$ cat config.mk
export PLATFORM = sky130hd
export DESIGN_NAME = pipelined_cla_adder
export DESIGN_NICKNAME = d
export VERILOG_FILES = /design/src/rtl/pipelined_cla_adder.sv
export SDC_FILE = /design/constraint.sdc
export NUM_CORES = 1
export LEC_CHECK = 0
export ABC_AREA = 1
export CAP_MARGIN = 40
export CORE_MARGIN = 2
export CORE_UTILIZATION = 50
export CTS_BUF_LIST = sky130_fd_sc_hd__clkbuf_8
export DETAILED_ROUTE_END_ITERATION = 10
export DONT_BUFFER_PORTS = 1
export PLACE_DENSITY = 0.63
export SYNTH_ARGS = -nofsm -noshare
export SYNTH_HDL_FRONTEND = slang
export SYNTH_SLANG_ARGS = --single-unit
$ cat constraint.sdc
create_clock -name clk -period 4.3 [get_ports clk]
set_input_delay 0.86 -clock clk [delete_from_list [all_inputs] [get_ports clk]]
set_output_delay 0.86 -clock clk [all_outputs]
set_load 0.05 [all_outputs]
$ cat src/rtl/pipelined_cla_adder.sv
// rtl/pipelined_cla_adder.sv - pipelined carry-lookahead add/subtract with valid/ready flow control
// Define ADDER_FLAGS_EN to add the pipelined zero/neg/ovf result flags.
module pipelined_cla_adder #(
  parameter int WIDTH  = 16,
  parameter int GROUP  = 4,
  parameter int STAGES = 2
) (
  input  logic             clk,
  input  logic             rst_n,
  input  logic             in_valid,
  output logic             in_ready,
  input  logic [WIDTH-1:0] A,
  input  logic [WIDTH-1:0] B,
  input  logic             cin,
  input  logic             sub,
  output logic             out_valid,
  input  logic             out_ready,
  output logic [WIDTH-1:0] S,
  output logic             cout
`ifdef ADDER_FLAGS_EN
  ,
  output logic             zero,
  output logic             neg,
  output logic             ovf
`endif
);

  localparam int SW = WIDTH / STAGES;
  localparam int NG = SW / GROUP;

  logic adv;

  // Returns {carry out, sum} for one slice: group G/P lookahead, then bit carries inside each group.
  function automatic logic [SW:0] cla_slice(input logic [SW-1:0] a, input logic [SW-1:0] b,
                                            input logic ci);
    logic [SW-1:0] g, p, c;
    logic [NG:0]   gc;
    logic          gg, gp, cc;
    g  = a & b;
    p  = a ^ b;
    c  = '0;
    gc = '0;
    gc[0] = ci;
    for (int j = 0; j < NG; j++) begin
      gg = 1'b0;
      gp = 1'b1;
      for (int i = 0; i < GROUP; i++) begin
        gg = g[j*GROUP+i] | (p[j*GROUP+i] & gg);
        gp = gp & p[j*GROUP+i];
      end
      gc[j+1] = gg | (gp & gc[j]);
    end
    for (int j = 0; j < NG; j++) begin
      cc = gc[j];
      for (int i = 0; i < GROUP; i++) begin
        c[j*GROUP+i] = cc;
        cc = g[j*GROUP+i] | (p[j*GROUP+i] & cc);
      end
    end
    return {gc[NG], p ^ c};
  endfunction

  for (genvar k = 0; k < STAGES; k++) begin : stg
    localparam int LO = k * SW;
    localparam int HI = WIDTH - LO - SW;

    logic [WIDTH-LO-1:0] a_in, b_in;
    logic                ci, vin;
    logic [SW:0]         res;
    logic [LO+SW-1:0]    s_nx;
    logic [LO+SW-1:0]    s_q;
    logic                c_q, v_q;

    if (k == 0) begin : src
      assign a_in = A;
      assign b_in = B ^ {WIDTH{sub}};
      assign ci   = sub | cin;
      assign vin  = in_valid;
    end else begin : src
      assign a_in = stg[k-1].fwd.a_q;
      assign b_in = stg[k-1].fwd.b_q;
      assign ci   = stg[k-1].c_q;
      assign vin  = stg[k-1].v_q;
    end

    assign res = cla_slice(a_in[SW-1:0], b_in[SW-1:0], ci);

    if (k == 0) begin : lo
      assign s_nx = res[SW-1:0];
    end else begin : lo
      assign s_nx = {res[SW-1:0], stg[k-1].s_q};
    end

    // Data registers only load on valid beats, so bubbles leave the last result parked.
    always_ff @(posedge clk) begin
      if (!rst_n) begin
        v_q <= 1'b0;
        c_q <= 1'b0;
        s_q <= '0;
      end else if (adv) begin
        v_q <= vin;
        if (vin) begin
          c_q <= res[SW];
          s_q <= s_nx;
        end
      end
    end

    if (k < STAGES-1) begin : fwd
      logic [HI-1:0] a_q, b_q;
      always_ff @(posedge clk) begin
        if (!rst_n) begin
          a_q <= '0;
          b_q <= '0;
        end else if (adv && vin) begin
          a_q <= a_in[WIDTH-LO-1:SW];
          b_q <= b_in[WIDTH-LO-1:SW];
        end
      end
    end

`ifdef ADDER_FLAGS_EN
    if (k == STAGES-1) begin : flg
      logic zero_q, neg_q, ovf_q;
      // Carry into the MSB is recovered as sum ^ a ^ b' at that bit.
      always_ff @(posedge clk) begin
        if (!rst_n) begin
          zero_q <= 1'b0;
          neg_q  <= 1'b0;
          ovf_q  <= 1'b0;
        end else if (adv && vin) begin
          zero_q <= ~|s_nx;
          neg_q  <= s_nx[WIDTH-1];
          ovf_q  <= s_nx[WIDTH-1] ^ a_in[WIDTH-LO-1] ^ b_in[WIDTH-LO-1] ^ res[SW];
        end
      end
      assign zero = zero_q;
      assign neg  = neg_q;
      assign ovf  = ovf_q;
    end
`endif
  end

  assign out_valid = stg[STAGES-1].v_q;
  assign S         = stg[STAGES-1].s_q;
  assign cout      = stg[STAGES-1].c_q;
  assign adv       = ~out_valid | out_ready | ~rst_n;
  assign in_ready  = adv;

endmodule

==> run summary <==
The run finished with clean final reports. The worst-case IR drop observed on VDD is 116 uV. The most critical setup path has its startpoint at sub.

The minimum setup slack among reg-to-reg paths came out at 1.60 ns. Counting tap cells, the placed design contains a total of 321 instances. Setup total negative slack: 0 ns. The run gives 340 as the number of nets in the final layout. The synthesized design contains 44 register bits. The run gives 1290 sq um as the multi-input gate area in the final layout. The synthesized netlist occupies a cell area of 2400 sq um. The H-tree was split into 2 levels.

The cell seen most often among critical-path stages was sky130_fd_sc_hd__nand2_1. Worst hold-check path type: flip-flop to flip-flop. The worst slew margin relative to its limit was 64.6%. For this block, the routed nets add up to 4.26 mm of wire.

The final RePlAce weighted congestion was 0.732; the number of DRC violations after detailed-routing iteration 0 was 77. The logs give 1519 for the via count of the first global-routing pass and 17.1% for the total routing usage reported by global routing. The total of fill cells in the finished design came out at 464.

The most critical setup path has its endpoint at stg[0].s_q[7]$_SDFFE_PN0P_. Buffers inserted during clock tree synthesis total 5. The storage element area is 881 sq um, and the top achievable clock speed is 0.321 GHz. Port buffering added 0 buffers. The run gives 7.00 mm as the first-pass GRT wire length. In the routed design, unresolved DRC markers number 0. After detailed routing, the average wire length per cell comes to 13.0 um.

The detail route stage leaves a number of antenna-violating nets equal to 0. The cell count of the worst reg-to-reg path is 10, and the share of the clock period used by the worst path is 72.5%. The tools report the total leakage power as 1.12 nW. The slew at the pin closest to its max-slew limit is 0.530 ns, and the endpoint required time on the critical path is 4.50 ns.

The run gives 0 as the number of antenna violations at the first check in global routing. The average footprint of a synthesized cell is 8.58 sq um. From synthesis to final layout, the design area changed by 3.49%. The critical path class was input pin to flip-flop. During I/O placement, the number of pins put on the boundary was 57. The most area-hungry cell type in the Yosys netlist is sky130_fd_sc_hd__dfxtp_1.

The slowest stage of the critical path is the sky130_fd_sc_hd__fa_1 cell. For the sequential-to-total area share from yosys stat, the log shows 36.7%. The critical path goes through xnor2_1 > inv_1 > ha_1 > nand2_1 > nand2_1 > nand2_1 > nand2_1 > nand2_1 > nand2_1 > inv_1 > fa_1 > fa_1 > fa_1 > xnor2_1 > o21ai_0 > a21oi_1. Share of final-layout standard cells stronger than drive strength 1: 5.45%. The tools report the number of max-slew violations in the final report as 0.

The endpoint type of the worst setup path was a flip-flop. The area enclosed by the die boundary was 5380 sq um. STA puts the critical path data arrival time at 3.32 ns. The critical register-to-register path endpoint is S[15]$_SDFFE_PN0P_. Summed over all nets, the half-perimeter wirelength after detailed placement is 3.10 mm. For the pin count of the biggest net entering global routing, the log shows 45.

By area the synthesized netlist is led by sky130_fd_sc_hd__dfxtp_1, sky130_fd_sc_hd__fa_1, sky130_fd_sc_hd__ha_1. The tools report the final cell count without fillers as 329. In this run the worst path has a maximum fanout of 17. Setup violations remaining at the end of the flow were counted as 0. The first TritonRoute pass finished after 4 iterations.

Setup repair after global routing left no endpoint under its margin. The antenna diode instance count was 0; the area inside the core boundary was 4690 sq um. TritonCTS built the clock tree. No sink is reached through more buffers than the 2 on the longest clock path. The post-CTS setup buffer count is 0, and the largest incremental delay on the critical path is 0.39 ns. In this run the clock root is driven by a sky130_fd_sc_hd__clkbuf_8.

The floorplan row count is 25. Total via count in the routed design: 1697. The later pin in the worst-skew pair is clocked with a latency of 0.30 ns.

Counting every sink on the clock net gives 44. The number of cells upsized or downsized after cts is 0, and the max-capacitance violation count is 0. The height of the chip was 73.3 um; the power per unit of standard cell area was 407 nW/um^2.

Via density per instance: 5.16. The logs give 0 for the number of hold-slack violations in the final timing report and 346 for the synthesized netlist net count. Clock-pin slew was measured on the worst setup and hold paths at 0.09 ns. In this run, distinct cell masters in the synthesized netlist total 25. Summed over all layers, the global routing overflow is 0. After layout, the minimum clock period comes to 3.12 ns. The beginning of the worst register-to-register path was stg[0].fwd.b_q[1]$_SDFFE_PN0P_. The top cell type by area accounts for 36.7% of the synthesized area.

The worst setup path is launched from an input pin. The run gives 280 as the synthesized instance count. The tools report the cts-stage hold buffer count as 0.

For the number of warning messages in the yosys log, the log shows 0. The die outline width works out to 73.3 um. For this configuration, the core starts out at a cell density of 51.2%. Between clock sinks in the finished design, the worst skew comes to 0.0111 ns.
state kept, by name, summed over array words and instances (netlist names):
signal,count
stg.fwd.a_q,8
stg.c_q,1
stg.fwd.b_q,8
stg.v_q,1
S,16
cout,1
out_valid,1
stg.s_q,8
Yosys cell counts, drive strengths merged:
library cell and instances:
xor2 5, nand3b 1, fa 12, dfxtp 44, and3b 1, clkbuf 4, o21ai 45, a21oi 28
inv 33, nand3 2, nand4 1, buf 9, nand2 20, o22ai 1, nor2 43, xnor2 15
ha 16
worst max-delay path: cells and delay by family:
| family | cells | cell delay [ns] |
|---|---|---|
| fa+ha+maj | 4 | 1.44 |
| compound gates | 2 | 0.21 |
| buf+inv | 2 | 0.13 |
| simple gates | 6 | 0.32 |
| xor+xnor | 2 | 0.36 |
worst min-delay path by stage:
stage | start | to | slack (ns) | cells after the start
2_1_floorplan | stg[0].s_q[3]$_SDFFE_PN0P_ | stg[0].s_q[3]$_SDFFE_PN0P_ | 0.43 | 2
3_3_place_gp | stg[0].s_q[3]$_SDFFE_PN0P_ | S[3]$_SDFFE_PN0P_ | 0.44 | 2
3_5_place_dp | stg[0].s_q[3]$_SDFFE_PN0P_ | stg[0].s_q[3]$_SDFFE_PN0P_ | 0.45 | 2
4_1_cts | stg[0].s_q[3]$_SDFFE_PN0P_ | stg[0].s_q[3]$_SDFFE_PN0P_ | 0.46 | 2
5_1_grt | stg[0].s_q[7]$_SDFFE_PN0P_ | stg[0].s_q[7]$_SDFFE_PN0P_ | 0.51 | 2
6_report | stg[0].s_q[3]$_SDFFE_PN0P_ | stg[0].s_q[3]$_SDFFE_PN0P_ | 0.46 | 2
per-layer routing:
metal | routed length (um) | up-vias | part of all wire, % | global-route usage, %
met2 | 1810 | 46 | 42 | 25.5
met5 | 0 | - | 0 | 0
met1 | 2090 | 755 | 49 | 23.6
li1 | - | 888 | - | -
met4 | 68 | 0 | 1.6 | 5.45
met3 | 288 | 8 | 6.8 | 5.49
metrics by stage:
stage | setup WS (ns) | total power, mW | instance area (sq um) | hold slack [ns] | util, %
2_1_floorplan | 0.638 | 0.671 | 2400 | 0.430 | -
3_3_place_gp | 0.911 | 0.689 | 2360 | 0.445 | 50.4
5_1_grt | 0.955 | 1.07 | 2490 | 0.511 | 53.0
6_report | 1.18 | 1.01 | 2490 | 0.463 | 53.0
4_1_cts | 1.19 | 1.02 | 2490 | 0.463 | 53.0
3_5_place_dp | 0.865 | 0.691 | 2360 | 0.451 | 50.4
power by group:
part / switching, mW / leakage (nW) / internal (mW) / total [mW]
clock: 0.143 / 0.0614 / 0.190 / 0.333
combinational: 0.0897 / 0.693 / 0.0724 / 0.162
sequential: 0.0730 / 0.365 / 0.444 / 0.517
total: 0.306 / 1.12 / 0.706 / 1.01
cells in the final DEF, fill, tap and decap left out, drive strengths merged:
master  Yosys  routed
and3b       1       1
dfxtp      44      44
nand4       1       1
a21oi      28      28
clkinv      0       1
nor2       43      43
nand2      20      20
clkbuf      4       6
xor2        5       5
bufinv      0       1
o22ai       1       1
inv        33      33
fa         12      12
xnor2      15      15
nand3b      1       1
nand3       2       2
o21ai      45      45
ha         16      16
kinds of logic (layout without fill, tap and decap cells):
kind of cell | Yosys count | after routing | synth area share, %
AOI/OAI and AO/OA | 74 | 74 | 15.8
buffers and inverters | 46 | 41 | 9.63
DFF | 44 | 44 | 36.7
adders and majority gates | 28 | 28 | 18.3
xor gates and xnor gates | 20 | 20 | 7.29
and+or+nand+nor | 68 | 68 | 12.3
cell type report:
cell class,count,area share [%]
clock buffers,6,3.32
flip-flops and latches,44,35.4
multi-input cells,190,51.9
inverters,33,5.08
clock inverters,2,1.56
well taps,54,2.72
Power figures use the tool's default switching activity.
